===== config.mk =====
export PLATFORM = sky130hd
export DESIGN_NAME = pipe_stage_reg
export DESIGN_NICKNAME = d
export VERILOG_FILES = /design/src/rtl/pipe_stage_reg.sv
export SDC_FILE = /design/constraint.sdc
export NUM_CORES = 1
export LEC_CHECK = 0
export ABC_AREA = 1
export BUFFER_PORTS_ARGS = -buffer_cell sky130_fd_sc_hd__buf_2
export CORE_MARGIN = 3
export CORE_UTILIZATION = 42
export CTS_CLUSTER_SIZE = 10
export DETAILED_ROUTE_END_ITERATION = 8
export PLACE_DENSITY = 0.71
export SYNTH_ARGS = -nofsm -noshare
export SYNTH_HDL_FRONTEND = slang
export SYNTH_SLANG_ARGS = --single-unit

===== constraint.sdc =====
create_clock -name clock -period 3 [get_ports clock]
set_input_delay 0.15 -clock clock [delete_from_list [all_inputs] [get_ports clock]]
set_output_delay 0.15 -clock clock [all_outputs]
set_load 0.01 [all_outputs]

===== src/rtl/pipe_stage_reg.sv =====
// Two-entry pipeline stage register (main + skid) with flush, bubble insertion and stall counter.
// Latency: 1 cycle from accept to out_*; in_ready comes straight from the skid valid flop.
// Backpressure: out_ready=0 parks one extra entry in skid, then in_ready drops until a release.
module pipe_stage_reg #(
    parameter int                CTRL_W = 12,
    parameter int                DATA_W = 122,
    parameter logic [CTRL_W-1:0] BUBBLE = {CTRL_W{1'b0}},
    parameter int                CNT_W  = 16
) (
    input  logic              clock,
    input  logic              rst_n,
    input  logic              flush,
    input  logic              in_valid,
    output logic              in_ready,
    input  logic [CTRL_W-1:0] in_ctrl,
    input  logic [DATA_W-1:0] in_data,
    output logic              out_valid,
    input  logic              out_ready,
    output logic [CTRL_W-1:0] out_ctrl,
    output logic [DATA_W-1:0] out_data,
    output logic [1:0]        occupancy,
    output logic [CNT_W-1:0]  stall_cnt
);

    typedef struct packed {
        logic [CTRL_W-1:0] ctrl;
        logic [DATA_W-1:0] data;
    } entry_t;

    entry_t           main_q;
    entry_t           skid_q;
    entry_t           in_e;
    logic             main_vld;
    logic             skid_vld;
    logic [CNT_W-1:0] stall_q;
    logic             accept;
    logic             rel;
    logic             stall_evt;

    assign in_e      = '{ctrl: in_ctrl, data: in_data};
    // skid_vld is a flop, so in_ready never sees out_ready combinationally
    assign in_ready  = ~skid_vld;
    assign accept    = in_valid & in_ready;
    assign rel       = main_vld & out_ready;
    assign stall_evt = main_vld & ~out_ready;

    always_ff @(posedge clock or negedge rst_n) begin
        if (!rst_n) begin
            main_vld <= 1'b0;
            skid_vld <= 1'b0;
            main_q   <= '0;
            skid_q   <= '0;
            stall_q  <= '0;
        end else begin
            if (stall_evt && (stall_q != {CNT_W{1'b1}}))
                stall_q <= stall_q + {{(CNT_W-1){1'b0}}, 1'b1};

            if (flush) begin
                main_vld <= 1'b0;
                skid_vld <= 1'b0;
            end else if (rel && skid_vld) begin
                main_q   <= skid_q;
                skid_vld <= 1'b0;
            end else if (rel) begin
                main_vld <= accept;
                if (accept)
                    main_q <= in_e;
            end else if (accept) begin
                if (main_vld) begin
                    skid_q   <= in_e;
                    skid_vld <= 1'b1;
                end else begin
                    main_q   <= in_e;
                    main_vld <= 1'b1;
                end
            end
        end
    end

    // Invalidated entries keep stale data; only the control field is masked.
    assign out_valid = main_vld;
    assign out_ctrl  = main_vld ? main_q.ctrl : BUBBLE;
    assign out_data  = main_q.data;
    assign occupancy = {skid_vld, main_vld & ~skid_vld};
    assign stall_cnt = stall_q;

endmodule


; ---- Word-level counts from Yosys, hierarchy flattened
; Cells that the tools add are included.
; W data, S select, Z words.
[classes]
n_addsub = 1
eq_ne = 4
n_mux = 15
n_bitwise = 9
n_reduce_logical = 10
[ops]
columns = op, count
row1 = $mux W134, 5
row2 = $add A16 B1 Y16 const B, 1
row3 = $ne A16 B16 Y1 const B, 1
row4 = $mux W12, 1
row5 = $mux W1, 9
row6 = $reduce_bool A3 Y1, 3
row7 = $reduce_and A3 Y1, 2
row8 = $not A1 Y1, 5
row9 = $reduce_and A5 Y1, 1
row10 = $and A1 B1 Y1, 4
row11 = $ne A3 B1 Y1 const B, 1
row12 = $ne A3 B2 Y1 const B, 1
row13 = $logic_and A1 B1 Y1, 2
row14 = $ne A2 B2 Y1 const B, 1
row15 = $reduce_and A2 Y1, 1
row16 = $reduce_bool A2 Y1, 1
[word_totals]
register_bits = 286
input_bits = 139
output_inout_bits = 154

; ---- Depth between registers and ports, before layout
; Gate-level depths: netlist of the first run.
[depth]
word_depth = 6
depth_mapped = 9
mapped_depth_nobuf = 9

; ---- Worst setup path before layout of the first run
; Ideal clock, no wire load.
[synth_timing]
kind = flip-flop to flip-flop
start = reg stall_q[0] (netlist: stall_cnt[0])
end = reg stall_q[11] (netlist: stall_cnt[11])
setup_time_ns = 0.133
t_arrival_ns = 1.487
slack_ns = 1.380
stages_incl_launch_ff = 10
period_less_slack_ns = 1.620
cell_sequence = dfrtp_1 ha_1 inv_1 nor2_1 nand2_1 nor2_1 nor2_1 clkbuf_1 nand2_1 o21ai_0
[synth_between]
elab_chain_len = 2
word_cells_on_any_way = 3
cone_classes = 1 x add/sub / 1 x eq/ne / 1 x reduce/logical
[synth_rtl]
columns = element, line_no
row1 = "start, declared", 35  ; logic [CNT_W-1:0] stall_q;
row2 = "start signal, assigned", 56  ; stall_q <= stall_q + {{(CNT_W-1){1'b0}}, 1'b1};
row3 = "parallel branches: the longest is 2 deep, another holds $add A16 B1 Y16", n/a
; Parallel ways; which one is timed is not known.
; A chain may end at the register's enable or synchronous reset.

; ---- Worst setup path after layout of the first run
[layout_timing]
start = reg main_vld (netlist: out_valid)
end = reg main_q, in the netlist out_data[51]
[layout_between]
elab_chain_len = 4
word_cells_on_any_way = 7
cone_classes = 1 x eq/ne / 2 x mux / 1 x bitwise / 3 x reduce/logical
[layout_rtl]
columns = element, line_no
row1 = "start, declared", 33  ; logic main_vld;
row2 = "start signal, assigned", 65  ; main_vld <= accept;
row3 = $and A1 B1 Y1, 44  ; assign rel = main_vld & out_ready;
row4 = $logic_and A1 B1 Y1, 61  ; end else if (rel && skid_vld) begin
row5 = $ne A3 B1 Y1 (no line) or $reduce_bool A2 Y1 (tied branches), n/a
row6 = $reduce_and A3 Y1 (no line), n/a
row7 = "end signal, assigned", 62  ; main_q <= skid_q;
row8 = "end signal, assigned", 67  ; main_q <= in_e;
row9 = "end signal, assigned", 73  ; main_q <= in_e;
row10 = "end, declared", 30  ; entry_t main_q;
; Several ways; a longest one is shown, not always the timed one.

==> flow_summary.json, run 1 <==
{
  "cp.required_ns": 3.41,
  "core_um2": 30990,
  "cts_buffers": 35,
  "root_buffer": "clkbuf_16",
  "finalWorstSetupSlack_ns": 0.6196,
  "post-route-drc-count": 0,
  "worst-path-max-fanout": 269,
  "rows": 64,
  "synth_area_leaders": "dfrtp_1, nand2_1, buf_4, a21oi_1, nor2_1",
  "cts_resized": 0,
  "antenna_found_initial": 1,
  "crit_buf_inv": 1,
  "overflow": 0,
  "worstSkewPairLatency_ns": 0.49,
  "syn_area_um2": 13390,
  "grt_pass1_wl_um": 52380,
  "multi_input_area_um2": 4335,
  "post-route-period-util_pct": 79.35,
  "synth_cell_types": 22,
  "ys.flop_type": "dfrtp_1",
  "p_per_area_nw_per_um2": 645.7,
  "synth_nets": 1734,
  "drt_iter0_markers": 713,
  "irDropWorstVdd_mv": 0.4116,
  "grt_usage_pct": 18.33,
  "post-dp-hpwl_um": 19770,
  "finClkSkew_ns": 0.007962,
  "fill_cells": 2766,
  "ctsLongestPathBuffers": 3,
  "htree_levels": 2,
  "start_kind": "register",
  "path_cells": "nand2_1, nor2_4, buf_12, nand2_1, o21a_1, a21oi_1",
  "rsz0062_at_grt": "false",
  "synth_edf_count": 0,
  "ant_nets": 0,
  "postPlaceCellArea_um2": 14350,
  "routed_wl_um": 31650,
  "drive_above_1_share_pct": 19.24,
  "dp_slack_ns": 0.7183,
  "finalSetupTns_ns": 0,
  "via_per_inst": 4.791,
  "dr_total_vias": 10890,
  "start_util_pct": 43.21,
  "yosys.area.top_type_share_pct": 53.45,
  "min_period_ns": 2.380,
  "ys_ff_latch": 286,
  "path_delay_family": "buffers and inverters",
  "syn2layout_area_growth_pct": 24.68,
  "dieHeight_um": 184.6,
  "first_global_vias": 10680,
  "status": "finished, final reports clean",
  "synthArstFlopShare_pct": 100.0,
  "die_w_um": 184.6,
  "ys_seq_area_share_pct": 53.45,
  "cts_sinks": 286,
  "pin_count": 293,
  "drt-pass1-iter-count": 5,
  "avgSynthCellArea_um2": 8.400,
  "fin_area_um2": 16690,
  "setup_viol": 0,
  "worstHoldPathType": "input port to register",
  "cp-end-kind": "register",
  "timing.fmax_ghz": 0.4201,
  "hold_ws_ns": 0.04716,
  "io_buffers": 292,
  "critPathMaxStageDelay_ns": 0.68,
  "final-seq-area_um2": 7157,
  "finalMaxSlewViolations": 0,
  "dieArea_um2": 34060,
  "yosys_warnings": 0,
  "leakage_nw": 8.102,
  "cp_common_cell": "nand2_1",
  "clkSlewWorstSetupHoldPaths_ns": 0.05,
  "crit_type": "register to register",
  "worst_pin_slew_ns": 1.139,
  "max-cap-violations": 0,
  "yosys.area.top_type": "dfrtp_1",
  "hold_violations": 0,
  "synthCells": 1594,
  "worst-endpoint-arrival_ns": 2.79,
  "nets": 2008,
  "slowest_stage": "buf_12",
  "globalplace.congestion": 0.8012,
  "cts_tree": "yes",
  "grt_max_degree": 270,
  "wl_per_cell_um": 13.92,
  "max_slew_margin_pct": 24.08
}
[power by group]
group	internal, mW	total (mW)	switching [mW]
sequential	4.66	5.08	0.423
clock	2.24	3.71	1.47
combinational	0.889	1.99	1.10
total	7.78	10.8	3.00
[worst paths after layout]
check | start | end | slack (ns) | cells after the start
max | out_valid$_DFFE_PN0P_ | out_data[51]$_DFFE_PN0P_ | 0.62 | 6
min | out_ready | skid_vld$_DFFE_PN0P_ | 0.05 | 4
max in group asynchronous | rst_n | out_data[31]$_DFFE_PN0P_ | 1.85 | 4
max reg2reg | out_valid$_DFFE_PN0P_ | out_data[51]$_DFFE_PN0P_ | 0.62 | 6
min reg2reg | skid_q[65]$_DFFE_PN0P_ | skid_q[65]$_DFFE_PN0P_ | 0.48 | 2
min in group asynchronous | rst_n | stall_cnt[15]$_DFFE_PN0P_ | 0.22 | 2
[through the flow]
stage,std cells,power (mW),util [%]
floorplan,1594,6.535,-
global placement,2091,6.896,46.31
detailed placement,2091,6.994,46.31
CTS,2272,10.93,53.86
global route,2273,11.42,53.86
finish,2274,10.78,53.87
[metal layers]
metal | vias up | track usage, % | part of all wire [%] | routed length [µm]
li1 | 5440 | - | - | -
met1 | 5100 | 23.38 | 43 | 13490
met2 | 287 | 30.88 | 48 | 15260
met3 | 67 | 4.756 | 6.6 | 2075
met4 | 0 | 5.322 | 2.6 | 826
met5 | - | 0 | 0 | 0
[cell type report]
class                   instances  area share, %
diodes                          2        0.02998
multi-input cells             934          25.97
inverters                     162          3.642
well taps                     396          2.968
clock buffers                  43          5.801
flip-flops and latches        286          42.87
repair buffers                449          18.66
clock inverters                 2        0.05996
[cell families (layout without fill, tap and decap cells)]
| group | count (synthesis) | after routing | share of synthesized area, % |
|---|---|---|---|
| DFF | 286 | 286 | 53.45 |
| and+or+nand+nor | 516 | 516 | 14.76 |
| other | 0 | 2 | 0 |
| buffers and inverters | 374 | 656 | 14.29 |
| AOI/OAI and AO/OA | 411 | 411 | 17.02 |
| xor gates and xnor gates | 6 | 6 | 0.3925 |
| adders and majority gates | 1 | 1 | 0.09343 |
[layout by cell type, fill, tap and decap left out, types with 2 or more instances in the layout]
cell,n
nor2_1,202
inv_1,158
dlygate4sd3_1,136
xor2_1,3
nand3_1,4
clkbuf_1,4
nand4_1,5
buf_4,11
nand3b_1,3
o21ai_0,141
xnor2_1,3
nor3_1,3
o21a_1,86
inv_2,4
clkinv_2,2
nand2_1,297
clkbuf_16,37
clkbuf_8,2
dfrtp_1,286
a21oi_1,182
buf_2,291
buf_12,10
diode_2,2
[registers in the layout (all words and copies together), names as in the netlist]
| signal | flops |
|---|---|
| skid_vld | 1 |
| out_data | 122 |
| stall_cnt | 16 |
| main_q | 12 |
| out_valid | 1 |
| skid_q | 134 |
[synth_stat cells (all sizes together), types with 4 or more instances]
library cell	n
nand2	298
dfrtp	286
nor2	203
a21oi	182
inv	162
buf	160
o21ai	142
o21a	86
clkbuf	52
nand4	5
nand3	4
[tightest hold or removal path: cells and delay by family]
kind / cells / cell delay (ns)
AND/OR/NAND/NOR: 3 / 0.25
buffers and inverters: 1 / 0.09
[timing repair]
action                                 CTS  global route
setup buffers                            0             0
endpoints found under the hold margin  252             0
hold buffers                           136             0
Note: power is estimated with default switching activity, not from simulation.
==> inputs of run 2 (changes only) <==
--- a/config.mk
+++ b/config.mk
@@ -5,13 +5,13 @@
 export SDC_FILE = /design/constraint.sdc
 export NUM_CORES = 1
 export LEC_CHECK = 0
-export ABC_AREA = 1
+export ABC_AREA = 0
 export BUFFER_PORTS_ARGS = -buffer_cell sky130_fd_sc_hd__buf_2
 export CORE_MARGIN = 3
 export CORE_UTILIZATION = 42
 export CTS_CLUSTER_SIZE = 10
 export DETAILED_ROUTE_END_ITERATION = 8
-export PLACE_DENSITY = 0.71
+export PLACE_DENSITY = 0.72
 export SYNTH_ARGS = -nofsm -noshare
 export SYNTH_HDL_FRONTEND = slang
 export SYNTH_SLANG_ARGS = --single-unit
==> constraint.sdc (replaced) <==
create_clock -name clock -period 2.25 [get_ports clock]
set_input_delay 0.1125 -clock clock [delete_from_list [all_inputs] [get_ports clock]]
set_output_delay 0.1125 -clock clock [all_outputs]
set_load 0.01 [all_outputs]
==> run 2 against run 1 <==
- final area decreased by 1.2%
- total power grew 37%
- clock skew grew 0.00055 ns
- sequential power rose by 37%
- clock power up 36%
- first-iteration DRC count is 35% lower
- synthesized cell count shrank 32%
- critical path depth up 1
- synthesized area down 3.0%
- non-clock buffer count is 8 higher
- clock-buffer cell count up 3
- register-to-register slack worse by 0.33 ns
- largest power group unchanged
==> flow_summary.json, run 2 <==
{
  "status": "finished, final reports clean",
  "grt_usage_pct": 18.01,
  "htree_levels": 2,
  "via_per_inst": 5.041,
  "io_buffers": 292,
  "reg2reg_depth": 7,
  "yosys_warnings": 0,
  "routed_wl_um": 30620,
  "globalplace.congestion": 0.8024,
  "clkSlewWorstSetupHoldPaths_ns": 0.06,
  "wl_per_cell_um": 17.05,
  "critPathMaxStageDelay_ns": 0.46,
  "worst_pin_slew_ns": 0.5146,
  "ctsLongestPathBuffers": 3,
  "synth_nets": 1227,
  "post-dp-hpwl_um": 19600,
  "first_global_vias": 9541,
  "ys.flop_type": "dfrtp_1",
  "path_delay_family": "buffers and inverters",
  "ys_ff_latch": 286,
  "fill_cells": 2421,
  "cp-startpoint": "out_valid$_DFFE_PN0P_",
  "nets": 1536,
  "cts_buffers": 35,
  "largest_register_ffs": 134,
  "cts_tree": "yes",
  "avgSynthCellArea_um2": 11.95,
  "synth_area_leaders": "dfrtp_1, mux2i_1, buf_4, mux2_2, a21oi_1",
  "die_w_um": 181.9,
  "drive_above_1_share_pct": 31.53,
  "start_kind": "register",
  "worstSkewPairLatency_ns": 0.49,
  "finalMaxSlewViolations": 0,
  "critPathCapture": "out_data[119]$_DFFE_PN0P_",
  "root_buffer": "clkbuf_16",
  "syn2layout_area_growth_pct": 26.93,
  "cp-end-kind": "register",
  "cts_sinks": 286,
  "cp.required_ns": 2.65,
  "min_period_ns": 1.963,
  "utilization_pct": 54.92,
  "ys_seq_area_share_pct": 55.07,
  "synthArstFlopShare_pct": 100.0,
  "path_depth": 7,
  "irDropWorstVdd_mv": 0.4792,
  "layout_common_cells": "buf_2, dfrtp_1, dlygate4sd3_1",
  "leakage_nw": 8.312,
  "path_cells": "buf_4, nand2_1, a211oi_4, buf_12, buf_12, nor2_1, a21oi_1",
  "regMostFlops": "skid_q",
  "overflow": 0,
  "ant_nets": 0,
  "post-route-period-util_pct": 87.25,
  "drt_iter0_markers": 466,
  "crit_buf_inv": 3,
  "rows": 63,
  "cp_common_cell": "buf_12",
  "crit_type": "register to register",
  "synth_common_cells": "dfrtp_1, a21oi_1, mux2i_1, nor2_1, buf_4",
  "grt_pass1_wl_um": 49010,
  "slowest_stage": "dfrtp_1",
  "core_um2": 30030,
  "pin_count": 293,
  "synth_edf_count": 0,
  "final_common_cell": "buf_2",
  "yosys.area.top_type_share_pct": 55.07,
  "synth_cell_types": 34,
  "drt-pass1-iter-count": 5,
  "cts_resized": 0,
  "hold_violations": 0,
  "max-cap-violations": 0,
  "synthCells": 1087,
  "timing.rr.end": "out_data[119]$_DFFE_PN0P_",
  "start_util_pct": 43.27,
  "dieHeight_um": 181.9,
  "finalSetupTns_ns": 0,
  "antenna_found_initial": 1,
  "dr_total_vias": 9053,
  "worst-path-max-fanout": 60,
  "grt_max_degree": 64,
  "reg2reg_from": "out_valid$_DFFE_PN0P_",
  "dieArea_um2": 33090,
  "rsz0062_at_grt": "false",
  "post_cts_buffers": 0,
  "p_per_area_nw_per_um2": 895.3,
  "setup_viol": 0,
  "worstHoldPathType": "input port to async pin",
  "post-route-drc-count": 0,
  "max_slew_margin_pct": 65.69,
  "synth_most_common_cell": "dfrtp_1",
  "syn_area_um2": 12990,
  "yosys.area.top_type": "dfrtp_1",
  "worst-endpoint-arrival_ns": 2.37,
  "finClkSkew_ns": 0.008508,
  "timing.fmax_ghz": 0.5094,
  "regToRegSetupSlack_ns": 0.29
}
-- run 2: cell count changes after synthesis, sizes merged, moves of 46 or more --
cell	before	now
nand2	298	5
inv	162	2
o21ai	142	1
mux2	0	137
mux2i	0	134
o21a	86	2
nor2	203	134
clkbuf	52	6
-- run 2: per-layer routing --
metal,global-route usage (%),share of wire [%],up-vias
met5,0,0,-
met4,6.612,3.5,0
met3,3.486,5.5,79
met2,31.38,50,269
met1,22.25,41,4482
li1,-,-,4223
-- run 2: where the power goes --
group | internal, mW | switching (mW) | leakage (nW)
sequential | 6.32 | 0.658 | 3.35
clock | 3.08 | 1.97 | 0.497
combinational | 1.41 | 1.32 | 4.46
-- run 2: area by class of cell --
| type | count | area, µm² | area share [%] |
|---|---|---|---|
| Tap cell | 390 | 488.0 | 2.958 |
| Clock buffer | 46 | 1010 | 6.122 |
| Antenna cell | 1 | 2.502 | 0.01517 |
| Inverter | 2 | 7.507 | 0.04551 |
| Multi-Input combinational cell | 614 | 4597 | 27.87 |
| Sequential cell | 286 | 7157 | 43.39 |
| Timing Repair Buffer | 457 | 3233 | 19.60 |
-- run 2: stage by stage --
| step | total power, mW | setup slack [ns] | cell area [µm²] | std cells | hold WS, ns |
|---|---|---|---|---|---|
| 2_1_floorplan | 8.942 | 0.4995 | 13000 | 1087 | -0.1831 |
| 3_3_place_gp | 9.447 | 0.3452 | 14090 | 1610 | 0.1012 |
| 3_5_place_dp | 9.596 | 0.3239 | 14090 | 1610 | 0.1034 |
| 5_1_grt | 15.51 | 0.1665 | 16490 | 1796 | 0.2012 |
| 4_1_cts | 14.92 | 0.3117 | 16490 | 1795 | 0.1681 |
| 6_report | 14.77 | 0.2870 | 16490 | 1796 | 0.1587 |
-- run 2: how the worst min path moves through the flow --
stage,startpoint,slack [ns],cells past startpoint,to
6_report,rst_n,0.16,2,skid_q[108]$_DFFE_PN0P_
5_1_grt,rst_n,0.20,2,skid_q[108]$_DFFE_PN0P_
4_1_cts,rst_n,0.17,2,out_data[108]$_DFFE_PN0P_
3_5_place_dp,rst_n,0.10,1,out_data[108]$_DFFE_PN0P_
3_3_place_gp,rst_n,0.10,1,skid_q[107]$_DFFE_PN0P_
2_1_floorplan,rst_n,-0.18,0,main_q[122]$_DFFE_PN0P_
-- run 2: cells by family after synthesis --
group                      count (synthesis)  share of synthesized area [%]
AOI/OAI and AO/OA                        147                          5.921
adders and majority gates                  1                        0.09627
and+or+nand+nor                          186                          6.461
DFF                                      286                          55.07
xor gates and xnor gates                   9                         0.6066
muxes                                    271                          22.19
buffers and inverters                    187                          9.648
-- run 2: what timing repair did --
item / CTS / global route
setup endpoints to repair: 0 / 0
hold buffers: 139 / 0
endpoints found under the hold margin: 337 / 0
